$ cat src/rtl/pipeline_mem_arbiter_pkg.sv
// rtl/pipeline_mem_arbiter_pkg.sv - shared types and state encodings for the memory arbiter
package pipeline_mem_arbiter_pkg;

    // RAM handshake status as reported by the memory model/controller
    typedef enum logic [1:0] {
        RAM_FREE   = 2'd0,
        RAM_BUSY   = 2'd1,
        RAM_ACCESS = 2'd2,
        RAM_ERROR  = 2'd3
    } ramstate_t;

    // Arbiter FSM encoding; kept as plain constants so older code can compare raw bits
    typedef logic [1:0] arb_state_t;
    localparam arb_state_t ARB_IDLE   = 2'd0;
    localparam arb_state_t ARB_IGRANT = 2'd1;
    localparam arb_state_t ARB_DGRANT = 2'd2;

endpackage

$ cat src/rtl/pipeline_mem_arbiter_sat_counter.sv
// rtl/pipeline_mem_arbiter_sat_counter.sv - saturating up-counter with clear priority
module arb_sat_counter #(
    parameter int WIDTH = 4,
    parameter int LIMIT = 8
) (
    input  logic             clk,
    input  logic             rst,
    input  logic             inc,
    input  logic             clr,
    output logic [WIDTH-1:0] cnt,
    output logic             at_limit
);

    assign at_limit = (cnt == WIDTH'(LIMIT));

    // Clear wins over increment; the count holds once it reaches LIMIT
    always_ff @(posedge clk or posedge rst) begin
        if (rst) begin
            cnt <= '0;
        end else if (clr) begin
            cnt <= '0;
        end else if (inc && !at_limit) begin
            cnt <= cnt + WIDTH'(1);
        end
    end

endmodule

$ cat src/rtl/pipeline_mem_arbiter.sv
// rtl/pipeline_mem_arbiter.sv - single-port RAM arbiter between fetch and data access
module pipeline_mem_arbiter
    import pipeline_mem_arbiter_pkg::*;
#(
    parameter int WORD_W       = 32,
    parameter int STARVE_LIMIT = 4,
    parameter int MAX_WAIT     = 255
) (
    input  logic              CLK,
    input  logic              RST,
    input  logic              iREN,
    input  logic [WORD_W-1:0] iaddr,
    output logic              ihit,
    output logic [WORD_W-1:0] iload,
    input  logic              dREN,
    input  logic              dWEN,
    input  logic [WORD_W-1:0] daddr,
    input  logic [WORD_W-1:0] dstore,
    output logic              dhit,
    output logic [WORD_W-1:0] dload,
    output logic              ramREN,
    output logic              ramWEN,
    output logic [WORD_W-1:0] ramaddr,
    output logic [WORD_W-1:0] ramstore,
    input  logic [WORD_W-1:0] ramload,
    input  logic [1:0]        ramstate,
    output logic              mem_err
);

    localparam int STARVE_W = $clog2(STARVE_LIMIT + 1);
    localparam int WAIT_W   = $clog2(MAX_WAIT + 1);

    arb_state_t          state;
    arb_state_t          next_state;
    logic [STARVE_W-1:0] starve_cnt;
    logic [WAIT_W-1:0]   wait_cnt;
    logic                starve_at_limit;
    logic                wait_at_limit;
    logic                wait_expire;
    logic                wait_inc;
    logic                err_set;
    logic                d_req;

    assign d_req = dREN | dWEN;

    // A granted access times out on the miss that would bring wait_cnt to MAX_WAIT
    assign wait_expire = (wait_cnt == WAIT_W'(MAX_WAIT - 1)) || wait_at_limit;

    // Next-state selection, RAM port steering and completion pulses
    always_comb begin
        next_state = state;
        ramREN     = 1'b0;
        ramWEN     = 1'b0;
        ramaddr    = '0;
        ramstore   = '0;
        ihit       = 1'b0;
        dhit       = 1'b0;
        iload      = '0;
        dload      = '0;
        err_set    = 1'b0;
        wait_inc   = 1'b0;
        case (state)
            ARB_IDLE: begin
                if (d_req && !(iREN && starve_at_limit)) begin
                    next_state = ARB_DGRANT;
                end else if (iREN) begin
                    next_state = ARB_IGRANT;
                end
            end
            ARB_IGRANT: begin
                ramaddr = iaddr;
                ramREN  = iREN;
                if (!iREN) begin
                    next_state = ARB_IDLE;
                end else if (ramstate == RAM_ACCESS) begin
                    ihit       = 1'b1;
                    iload      = ramload;
                    next_state = ARB_IDLE;
                end else if (ramstate == RAM_ERROR || wait_expire) begin
                    err_set    = 1'b1;
                    next_state = ARB_IDLE;
                end else begin
                    wait_inc = 1'b1;
                end
            end
            ARB_DGRANT: begin
                ramaddr  = daddr;
                ramstore = dstore;
                ramWEN   = dWEN;
                ramREN   = dREN & ~dWEN;
                if (!d_req) begin
                    next_state = ARB_IDLE;
                end else if (ramstate == RAM_ACCESS) begin
                    dhit       = 1'b1;
                    dload      = ramload;
                    next_state = ARB_IDLE;
                end else if (ramstate == RAM_ERROR || wait_expire) begin
                    err_set    = 1'b1;
                    next_state = ARB_IDLE;
                end else begin
                    wait_inc = 1'b1;
                end
            end
            default: next_state = ARB_IDLE;
        endcase
    end

    // Registered FSM state
    always_ff @(posedge CLK or posedge RST) begin
        if (RST) begin
            state <= ARB_IDLE;
        end else begin
            state <= next_state;
        end
    end

    // Sticky error flag, only RST clears it
    always_ff @(posedge CLK or posedge RST) begin
        if (RST) begin
            mem_err <= 1'b0;
        end else if (err_set) begin
            mem_err <= 1'b1;
        end
    end

    arb_sat_counter #(
        .WIDTH (STARVE_W),
        .LIMIT (STARVE_LIMIT)
    ) u_starve_cnt (
        .clk      (CLK),
        .rst      (RST),
        .inc      (dhit & iREN),
        .clr      (ihit | ~iREN),
        .cnt      (starve_cnt),
        .at_limit (starve_at_limit)
    );

    arb_sat_counter #(
        .WIDTH (WAIT_W),
        .LIMIT (MAX_WAIT)
    ) u_wait_cnt (
        .clk      (CLK),
        .rst      (RST),
        .inc      (wait_inc),
        .clr      (~wait_inc),
        .cnt      (wait_cnt),
        .at_limit (wait_at_limit)
    );

endmodule

$ cat config.mk
export PLATFORM = sky130hd
export DESIGN_NAME = pipeline_mem_arbiter
export DESIGN_NICKNAME = d
export VERILOG_FILES = /design/src/rtl/pipeline_mem_arbiter_pkg.sv /design/src/rtl/pipeline_mem_arbiter_sat_counter.sv /design/src/rtl/pipeline_mem_arbiter.sv
export SDC_FILE = /design/constraint.sdc
export NUM_CORES = 1
export LEC_CHECK = 0
export BUFFER_PORTS_ARGS = -buffer_cell sky130_fd_sc_hd__buf_4
export CAP_MARGIN = 20
export CORE_AREA = 2 2 102 104
export CTS_BUF_LIST = sky130_fd_sc_hd__clkbuf_2
export DETAILED_ROUTE_END_ITERATION = 16
export DIE_AREA = 0 0 104 106
export PLACE_DENSITY_LB_ADDON = 0.2
export SLEW_MARGIN = 20
export SYNTH_ARGS = -nofsm -noshare
export SYNTH_HDL_FRONTEND = slang
export SYNTH_SLANG_ARGS = --single-unit
$ cat constraint.sdc
create_clock -name CLK -period 5.1 [get_ports CLK]
set_clock_uncertainty 0.05 [all_clocks]
set_input_delay 1.02 -clock CLK [delete_from_list [all_inputs] [get_ports CLK]]
set_output_delay 1.02 -clock CLK [all_outputs]
set_load 0.01 [all_outputs]
# Word-level counts from Yosys, hierarchy flattened
# Cells that the tools add are included.
[classes] add_sub_neg=2 n_eq_ne=9 mux=35 n_bitwise=6 n_reduce_logical=11
[op_table] op="$mux W32" count=6
[op_table] op="$pmux W32 S2" count=1
[op_table] op="$eq A8 B8 Y1 const B" count=2
[op_table] op="$mux W8" count=2
[op_table] op="$mux W1" count=14
[op_table] op="$mux W2" count=6
[op_table] op="$add A8 B1 Y8 const B" count=1
[op_table] op="$eq A2 B2 Y1 const B" count=3
[op_table] op="$mux W3" count=2
[op_table] op="$pmux W1 S2" count=3
[op_table] op="$pmux W2 S3" count=1
[op_table] op="$logic_and A1 B1 Y1" count=4
[op_table] op="$add A3 B1 Y3 const B" count=1
[op_table] op="$eq A3 B3 Y1 const B" count=1
[op_table] op="$logic_not A1 Y1" count=3
[op_table] op="$ne A3 B3 Y1 const B" count=1
[op_table] op="$and A1 B1 Y1" count=2
[op_table] op="$eq A2 B1 Y1 const B" count=1
[op_table] op="$logic_not A2 Y1" count=1
[op_table] op="$logic_or A1 B1 Y1" count=2
[op_table] op="$ne A2 B2 Y1 const B" count=1
[op_table] op="$not A1 Y1" count=2
[op_table] op="$or A1 B1 Y1" count=2
[op_table] op="$reduce_bool A2 Y1" count=1
[word_totals] reg_bits=14 in_bits=135 elab_cells=67

# Longest topological paths before layout
# Gate-level depths: netlist (run 1).
[depth] word_depth=10 mapped_depth=7

# Hierarchy
# A second synthesis (run 1) with hierarchy kept.
[unflattened] hier_cells=292 area_unflattened_um2=2188.3
[modules_own_cells] mod="pipeline_mem_arbiter" instances=1 cells_each=225 area_each_um2=1500.2
[modules_own_cells] mod="arb_sat_counter at u_wait_cnt" instances=1 cells_each=48 area_each_um2=491.7
[modules_own_cells] mod="arb_sat_counter at u_starve_cnt" instances=1 cells_each=19 area_each_um2=196.4

# Worst setup path before layout (run 1)
# OpenSTA, ideal clock, no wires.
[synth_path] path_type="input-to-output" startpoint="input port ramstate[0]" endpoint="output port iload[10]" arrival_time_ns=1.718 required_time_ns=4.030 setup_slack_ns=2.312 path_stages=3 path_buffers=1 cell_sequence="and4b_1 > clkbuf_1 > and2_1"
[synth_between] elab_chain_cells=4
[synth_lines] element="start: declaration" line_no="pipeline_mem_arbiter.sv:26" rtl="input logic [1:0] ramstate,"
[synth_lines] element="$eq A2 B2 Y1" line_no="pipeline_mem_arbiter.sv:75" rtl="end else if (ramstate == RAM_ACCESS) begin"
[synth_lines] element="$mux W32" line_no="pipeline_mem_arbiter.sv:75"
[synth_lines] element="$mux W32" line_no="pipeline_mem_arbiter.sv:73" rtl="if (!iREN) begin"
[synth_lines] element="$mux W32" line_no="pipeline_mem_arbiter.sv:62" rtl="case (state)"
[synth_lines] element="end: declaration" line_no="pipeline_mem_arbiter.sv:14" rtl="output logic [WORD_W-1:0] iload,"
# Every way passes these cells.

# Worst setup path after layout (run 1)
[layout_path] startpoint="register state[1]" endpoint="output port iload[0]"
[layout_between] elab_chain_cells=2
[layout_lines] element="start: declaration" line_no="pipeline_mem_arbiter.sv:33" rtl="arb_state_t state;"
[layout_lines] element="start signal: assignment" line_no="pipeline_mem_arbiter.sv:113" rtl="state <= next_state;"
[layout_lines] element="$eq A2 B1 Y1" line_no="pipeline_mem_arbiter.sv:62"
[layout_lines] element="$mux W32" line_no="pipeline_mem_arbiter.sv:62"
# Every way passes these cells.

==> impl_results.md, run 1 <==
* Reg2Reg Launch Point: state[1]$_DFFE_PP0P_
* Die area at 0.0110 mm²
* Via density at 4.61
* Crit start category: flop
* CTS clock-pin slew for the worst setup and hold paths at 0.15 ns
* Finish-stage setup viols at 0
* Clk sinks at 14
* GRT Overall Usage at 0.163
* Number of global-route vias before repair at 3008
* Cell Int Power at 0.000596 W
* Critical path endpoint category: output pin
* Syn nets at 423
* First-pass iteration count of the detailed router at 4
* Synth Area per Inst at 7.40 µm²
* Post-route setup TNS at 0 ns
* Synthesis-to-layout area growth at 102%
* Worst Hold Launch: mem_err$_DFFE_PP0P_
* Hold endpoint: mem_err$_DFFE_PP0P_
* Leak at 2.23 nW
* Post-CTS Setup Bufs at 0
* First-pass GRT wire length at approximately 15 mm
* I/O Pins at 268
* Vert. Die Dim at 106 µm
* CTS tree: yes
* Yosys warns at 0
* WP data arrival at 2.58 ns
* Final Cycle Share at 0.716
* CTS max path bufs at 2
* Reg area at between 300 and 400 µm²
* Post-Synthesis Cells at 280
* Critical Path Fanout Max at 34
* Yosys top cell area share at 0.202
* Antenna Cells at 0
* Worst IR drop on VDD at 0.149 mV
* Critical setup path kind: reg2out
* Combinational cell fraction of total power at 0.827
* Asr flop ratio synth at 1.00
* Drt drc at 0
* WL/cell at 14.6 µm
* WHS Path Cells at 1
* Final nets at around 670
* M1 wire length at roughly 3.7 mm
* Hold-fix buffers, CTS at 0
* Most common cell in the netlist: and2_1
* Post_cts resized at 0
* Clock latency on the worst-skew pair at approximately 0.28 ns
* Vias at 3068
* Leading area contributor after synthesis: and2_1
* RSZ-0062 raised after global routing: no
* Max Clk Rate at 274 MHz
* Switch share at 0.457
* Max-slew headroom at 0.384
* CP Data Required Time at 4.03 ns
* PortBufs at 267
* Total grt overflow at 0
* Die X-Extent at 104 µm
* Final WL at a little under 10 mm
* Worst-Margin Slew at 0.923 ns
* Seq cells post-synth at 14
* Psw at 0.000501 W
* Detailed placer's ending HPWL at 7.73 mm
* Highest routed layer: met4
* Design area at approximately 0.0042 mm²
* Clock share of power at 0.050
* Max cap viols at 0
* Min-Delay Path Class: reg2reg
* Routability cong. at a little over 0.8
* Seq/Total Area, Yosys at 0.169
* Share of cells above drive strength 1 at 0.530
* Cts bufs inserted at 3
* Netlist Area Pre-Place at 0.00207 mm²
* Layout filler cell count at 998
* Root buf cell: clkbuf_2
* H-tree depth at 1
* Placement Cell Area at 0.00417 mm²
* Met3 WL at 758 µm
* Reg2Reg Setup Slack at between 2 and 3 ns
* Multi-input logic area at 0.00160 mm²
* Core Rows at 37
* Initial antenna violation count at 0
* Top area cells in the synthesized netlist: and2_1 20%, dfrtp_1 17%, a22oi_1 12%, nor2b_1 11%, and3_1 10%
* Ys flop type: dfrtp_1
* Post-synth EDFFs at 0
* FF-to-FF End: u_starve_cnt.cnt[2]$_DFFE_PP0P_
* Starting Density at 0.207
* WL met2 at 5.22 mm
* Outcome: complete, no violations
* Worst-case reg-to-reg path depth at 6
* Pins Over Slew Limit at 0
* Count of different cell masters after synthesis at 44
* Largest net degree at the start of global routing at 69
* Crit path time final at approximately 3.6 ns
* Sequential power share at 0.123
* DRT iter0 DRCs at 102
* Leading cell types by count after synthesis: 67 x and2_1, 36 x nor2b_1, 34 x and3_1, 32 x a22oi_1, 19 x clkbuf_1
* Core area at 0.0100 mm²
* Post-route ant nets at 0
* Hold Fails Final Rpt at 0
* PD cells at 262 mW/mm²
==> sequential cells by signal, indices dropped and copies added, names as in the netlist <==
signal / cells
u_wait_cnt.cnt: 8
u_starve_cnt.cnt: 3
state: 2
mem_err: 1
==> power by group through the flow <==
stage / Combinational [W] / Sequential (W) / Clock, W
after floorplan: 0.000487 / 0.000135 / 0
after global placement: 0.000913 / 0.000137 / 0
after detailed placement: 0.000917 / 0.000137 / 0
after CTS: 0.000920 / 0.000135 / 0.0000569
after global routing: 0.000982 / 0.000136 / 0.0000626
final: 0.000907 / 0.000135 / 0.0000544
==> worst max path at each step <==
stage	cells past startpoint	start	slack [ns]	endpoint
2_1_floorplan	3	ramstate[0]	2.31	iload[10]
3_3_place_gp	4	ramstate[0]	1.67	iload[21]
3_5_place_dp	4	ramstate[0]	1.60	iload[0]
4_1_cts	6	state[1]$_DFFE_PP0P_	1.34	iload[0]
5_1_grt	6	state[1]$_DFFE_PP0P_	1.15	iload[23]
6_report	6	state[1]$_DFFE_PP0P_	1.45	iload[0]
==> final cells by class <==
class	instances	area share
Multi-Input combinational cell	235	0.381
Timing Repair Buffer	270	0.484
Sequential cell	14	0.0836
Inverter	7	0.00627
Clock buffer	3	0.00358
Tap cell	136	0.0406
Clock inverter	1	0.000896
==> metrics by stage <==
stage	total power, W	instances	worst slack [ns]	hold WS, ns	util
floorplan	0.000622	280	2.31	0.437	-
detailed placement	0.00105	662	1.60	0.426	0.417
CTS	0.00111	666	1.34	0.458	0.419
global placement	0.00105	662	1.67	0.419	0.417
finish	0.00110	666	1.45	0.447	0.419
global route	0.00118	666	1.15	0.462	0.419
==> metal layers <==
metal | vias up | GRT usage
met5 | - | 0
met4 | 0 | 0.0261
met3 | 6 | 0.0343
met2 | 166 | 0.321
met1 | 1408 | 0.182
li1 | 1488 | -
==> kinds of logic (layout without fill, tap and decap cells) <==
family                     Yosys count  in the layout  synth area share
adders and majority gates            8              8            0.0483
AOI/OAI and AO/OA                   57             57             0.206
and+or+nand+nor                    169            169             0.512
DFF                                 14             14             0.169
xor gates and xnor gates             1              1           0.00423
buffers and inverters               31            281            0.0604
==> worst max-delay path: stages, from the launching register on <==
cell     delay [ns]
dfrtp_1        0.45
inv_1          0.11
ha_1           0.14
buf_4          0.34
and4b_1        0.87
and2_1         0.25
buf_4          0.12
==> layout by cell type, fill, tap and decap left out, drive strengths merged, types with 2 or more instances in the layout <==
master	instances
nor3	3
nor4	3
buf	270
dfrtp	14
nor4b	3
o211ai	3
a31oi	3
nand4	2
o21bai	3
clkbuf	3
o31ai	2
nand2	4
ha	8
inv	7
nor2b	36
o21ai	4
a22oi	32
a21oi	3
nor2	5
and3	34
and2	67
o21a	2
nand2b	2
nand3	2
Power figures use the tool's default switching activity.
==> run 2, diff against run 1 <==
--- a/config.mk
+++ b/config.mk
@@ -7,10 +7,10 @@
 export LEC_CHECK = 0
 export BUFFER_PORTS_ARGS = -buffer_cell sky130_fd_sc_hd__buf_4
 export CAP_MARGIN = 20
-export CORE_AREA = 2 2 102 104
+export CORE_AREA = 2 2 103 105
 export CTS_BUF_LIST = sky130_fd_sc_hd__clkbuf_2
 export DETAILED_ROUTE_END_ITERATION = 16
-export DIE_AREA = 0 0 104 106
+export DIE_AREA = 0 0 105 107
 export PLACE_DENSITY_LB_ADDON = 0.2
 export SLEW_MARGIN = 20
 export SYNTH_ARGS = -nofsm -noshare
==> constraint.sdc (replaced) <==
create_clock -name CLK -period 3 [get_ports CLK]
set_clock_uncertainty 0.05 [all_clocks]
set_input_delay 0.6 -clock CLK [delete_from_list [all_inputs] [get_ports CLK]]
set_output_delay 0.6 -clock CLK [all_outputs]
set_load 0.01 [all_outputs]
==> impl_results.md, run 2 (synthesis results as in run 1) <==
* Outcome: complete, no violations
* Largest Register: u_wait_cnt.cnt
* Crit path time final at 2.66 ns
* Crit-path cells: inv_1, ha_2, buf_4, o21ai_2, nor2_1, buf_4
* Finish-stage setup viols at 0
* Post-route setup TNS at 0 ns
* Final Cycle Share at 0.885
* Hold_ws at 0.309 ns
* Hold-fix buffers, CTS at 0
* Post-CTS Setup Bufs at 0
* RSZ-0062 raised after global routing: no
* PD cells at 448 mW/mm²
* Vias at approximately 3100
* Core area at between 0.01 and 0.015 mm²
* Via density at 4.59
* Overall Power at 0.00189 W
* Worst path slowest cell: buf_4
* Final nets at around 680
* H-tree depth at 1
* Layout filler cell count at 1030
* Root buf cell: clkbuf_2
* Worst-Margin Slew at between 0.5 and 0.6 ns
* Min-Delay Path Class: in2async
* Non-filler cells, final at 669
* Psw at 0.000860 W
* Synthesis-to-layout area growth at 104%
* Critical Path Fanout Max at a little under 70
* Drt drc at 0
* Max Clk Rate at 377 MHz
* Die X-Extent at 105 µm
* Worst IR drop on VDD at between 0.2 and 0.25 mV
* GRT Overall Usage at 0.165
* Pins Over Slew Limit at 0
* Final WL at 10.2 mm
* First-pass GRT wire length at 15.2 mm
* Switch share at 0.455
* I/O Pins at roughly 270
* WP data arrival at 2.01 ns
* Hold Fails Final Rpt at 0
* Share of cells above drive strength 1 at 0.533
* Number of global-route vias before repair at 2963
* CP most frequent cell: buf_4
* Critical setup path kind: reg2out
* WL/cell at 15.2 µm
* Clock share of power at 0.048
* CP Data Required Time at 2.35 ns
* Max-slew headroom at 0.601
* Leak at 2.25 nW
* CTS tree: yes
* Critical path endpoint category: output pin
* Cell Int Power at between 0.001 and 0.0015 W
* CTS max path bufs at 2
* Vert. Die Dim at 107 µm
* Cts bufs inserted at 3
* Antenna Cells at 0
* Max cap viols at 0
* Total grt overflow at 0
* Routability cong. at 0.872
* Post-route ant nets at 0
* Largest net degree at the start of global routing at 69
* Most frequent cells in the layout: 272 x buf_4, 67 x and2_1, 36 x nor2b_1, 34 x and3_1, 32 x a22oi_1
* Clock latency on the worst-skew pair at 0.27 ns
* Die area at 0.0112 mm²
* Clk sinks at 14
* Largest registers: u_wait_cnt.cnt (8), u_starve_cnt.cnt (3), state (2)
* Initial antenna violation count at 0
* PortBufs at 267
* Post_cts resized at 0
* CTS clock-pin slew for the worst setup and hold paths at 0.14 ns
* Placed cell count at 665
* Starting Density at 0.205
* First-pass iteration count of the detailed router at 4
* Combinational cell fraction of total power at 0.831
* Slowest cell delay on critical path at 0.50 ns
* Detailed placer's ending HPWL at slightly above 8 mm
* DRT iter0 DRCs at 230
* Crit start category: flop
* Max reg flops at 8
* Core Rows at 37
* Most common cell after layout, fill and taps aside: buf_4
* Sequential power share at 0.121
[run 2: area by class of cell]
class,instances,area [µm²],area share
Clock inverter,1,3.75,0.000888
Clock buffer,3,15.0,0.00355
Timing Repair Buffer,273,2060,0.488
Sequential cell,14,350,0.0829
Inverter,7,26.3,0.00622
Multi-Input combinational cell,235,1600,0.378
Tap cell,136,170,0.0403
[run 2: metal layers]
metal | GRT usage | vias up | wire length (µm)
met5 | 0 | - | 0
met4 | 0.0505 | 0 | 201
met3 | 0.0426 | 8 | 926
met2 | 0.313 | 170 | 5350
met1 | 0.178 | 1398 | 3710
li1 | - | 1494 | -
[run 2: per-stage QoR]
step	worst slack (ns)	area (µm²)	util
after floorplan	0.944	2070	-
after global placement	0.716	4210	0.417
after detailed placement	0.670	4210	0.417
after CTS	0.320	4230	0.419
after global routing	0.127	4230	0.419
final	0.345	4230	0.419
[run 2: worst paths after layout]
| kind | depth (start not counted) | startpoint | slack, ns | end |
|---|---|---|---|---|
| min in group CLK | 1 | mem_err$_DFFE_PP0P_ | 0.48 | mem_err$_DFFE_PP0P_ |
| hold reg to reg | 1 | mem_err$_DFFE_PP0P_ | 0.48 | mem_err$_DFFE_PP0P_ |
| max in group asynchronous | 2 | RST | 2.22 | u_wait_cnt.cnt[5]$_DFFE_PP0P_ |
| setup reg to reg | 6 | state[0]$_DFFE_PP0P_ | 0.81 | u_starve_cnt.cnt[0]$_DFFE_PP0P_ |
| setup / recovery | 6 | state[0]$_DFFE_PP0P_ | 0.34 | dhit |
| hold / removal | 2 | RST | 0.31 | u_starve_cnt.cnt[0]$_DFFE_PP0P_ |
[run 2: worst max-delay path: cells and delay by family (launching register included)]
family                     cells  cell delay [ns]
AOI/OAI and AO/OA              1             0.17
adders and majority gates      1             0.18
DFF                            1             0.45
and+or+nand+nor                1             0.19
buffers and inverters          3             0.75
[run 2: power groups by stage]
| stage | clock network (W) | registers [W] | logic [W] |
|---|---|---|---|
| global route | 0.000106 | 0.000232 | 0.00171 |
| floorplan | 0 | 0.000230 | 0.000828 |
| global placement | 0 | 0.000232 | 0.00157 |
| finish | 0.0000908 | 0.000229 | 0.00157 |
| CTS | 0.0000948 | 0.000229 | 0.00159 |
| detailed placement | 0 | 0.000232 | 0.00158 |
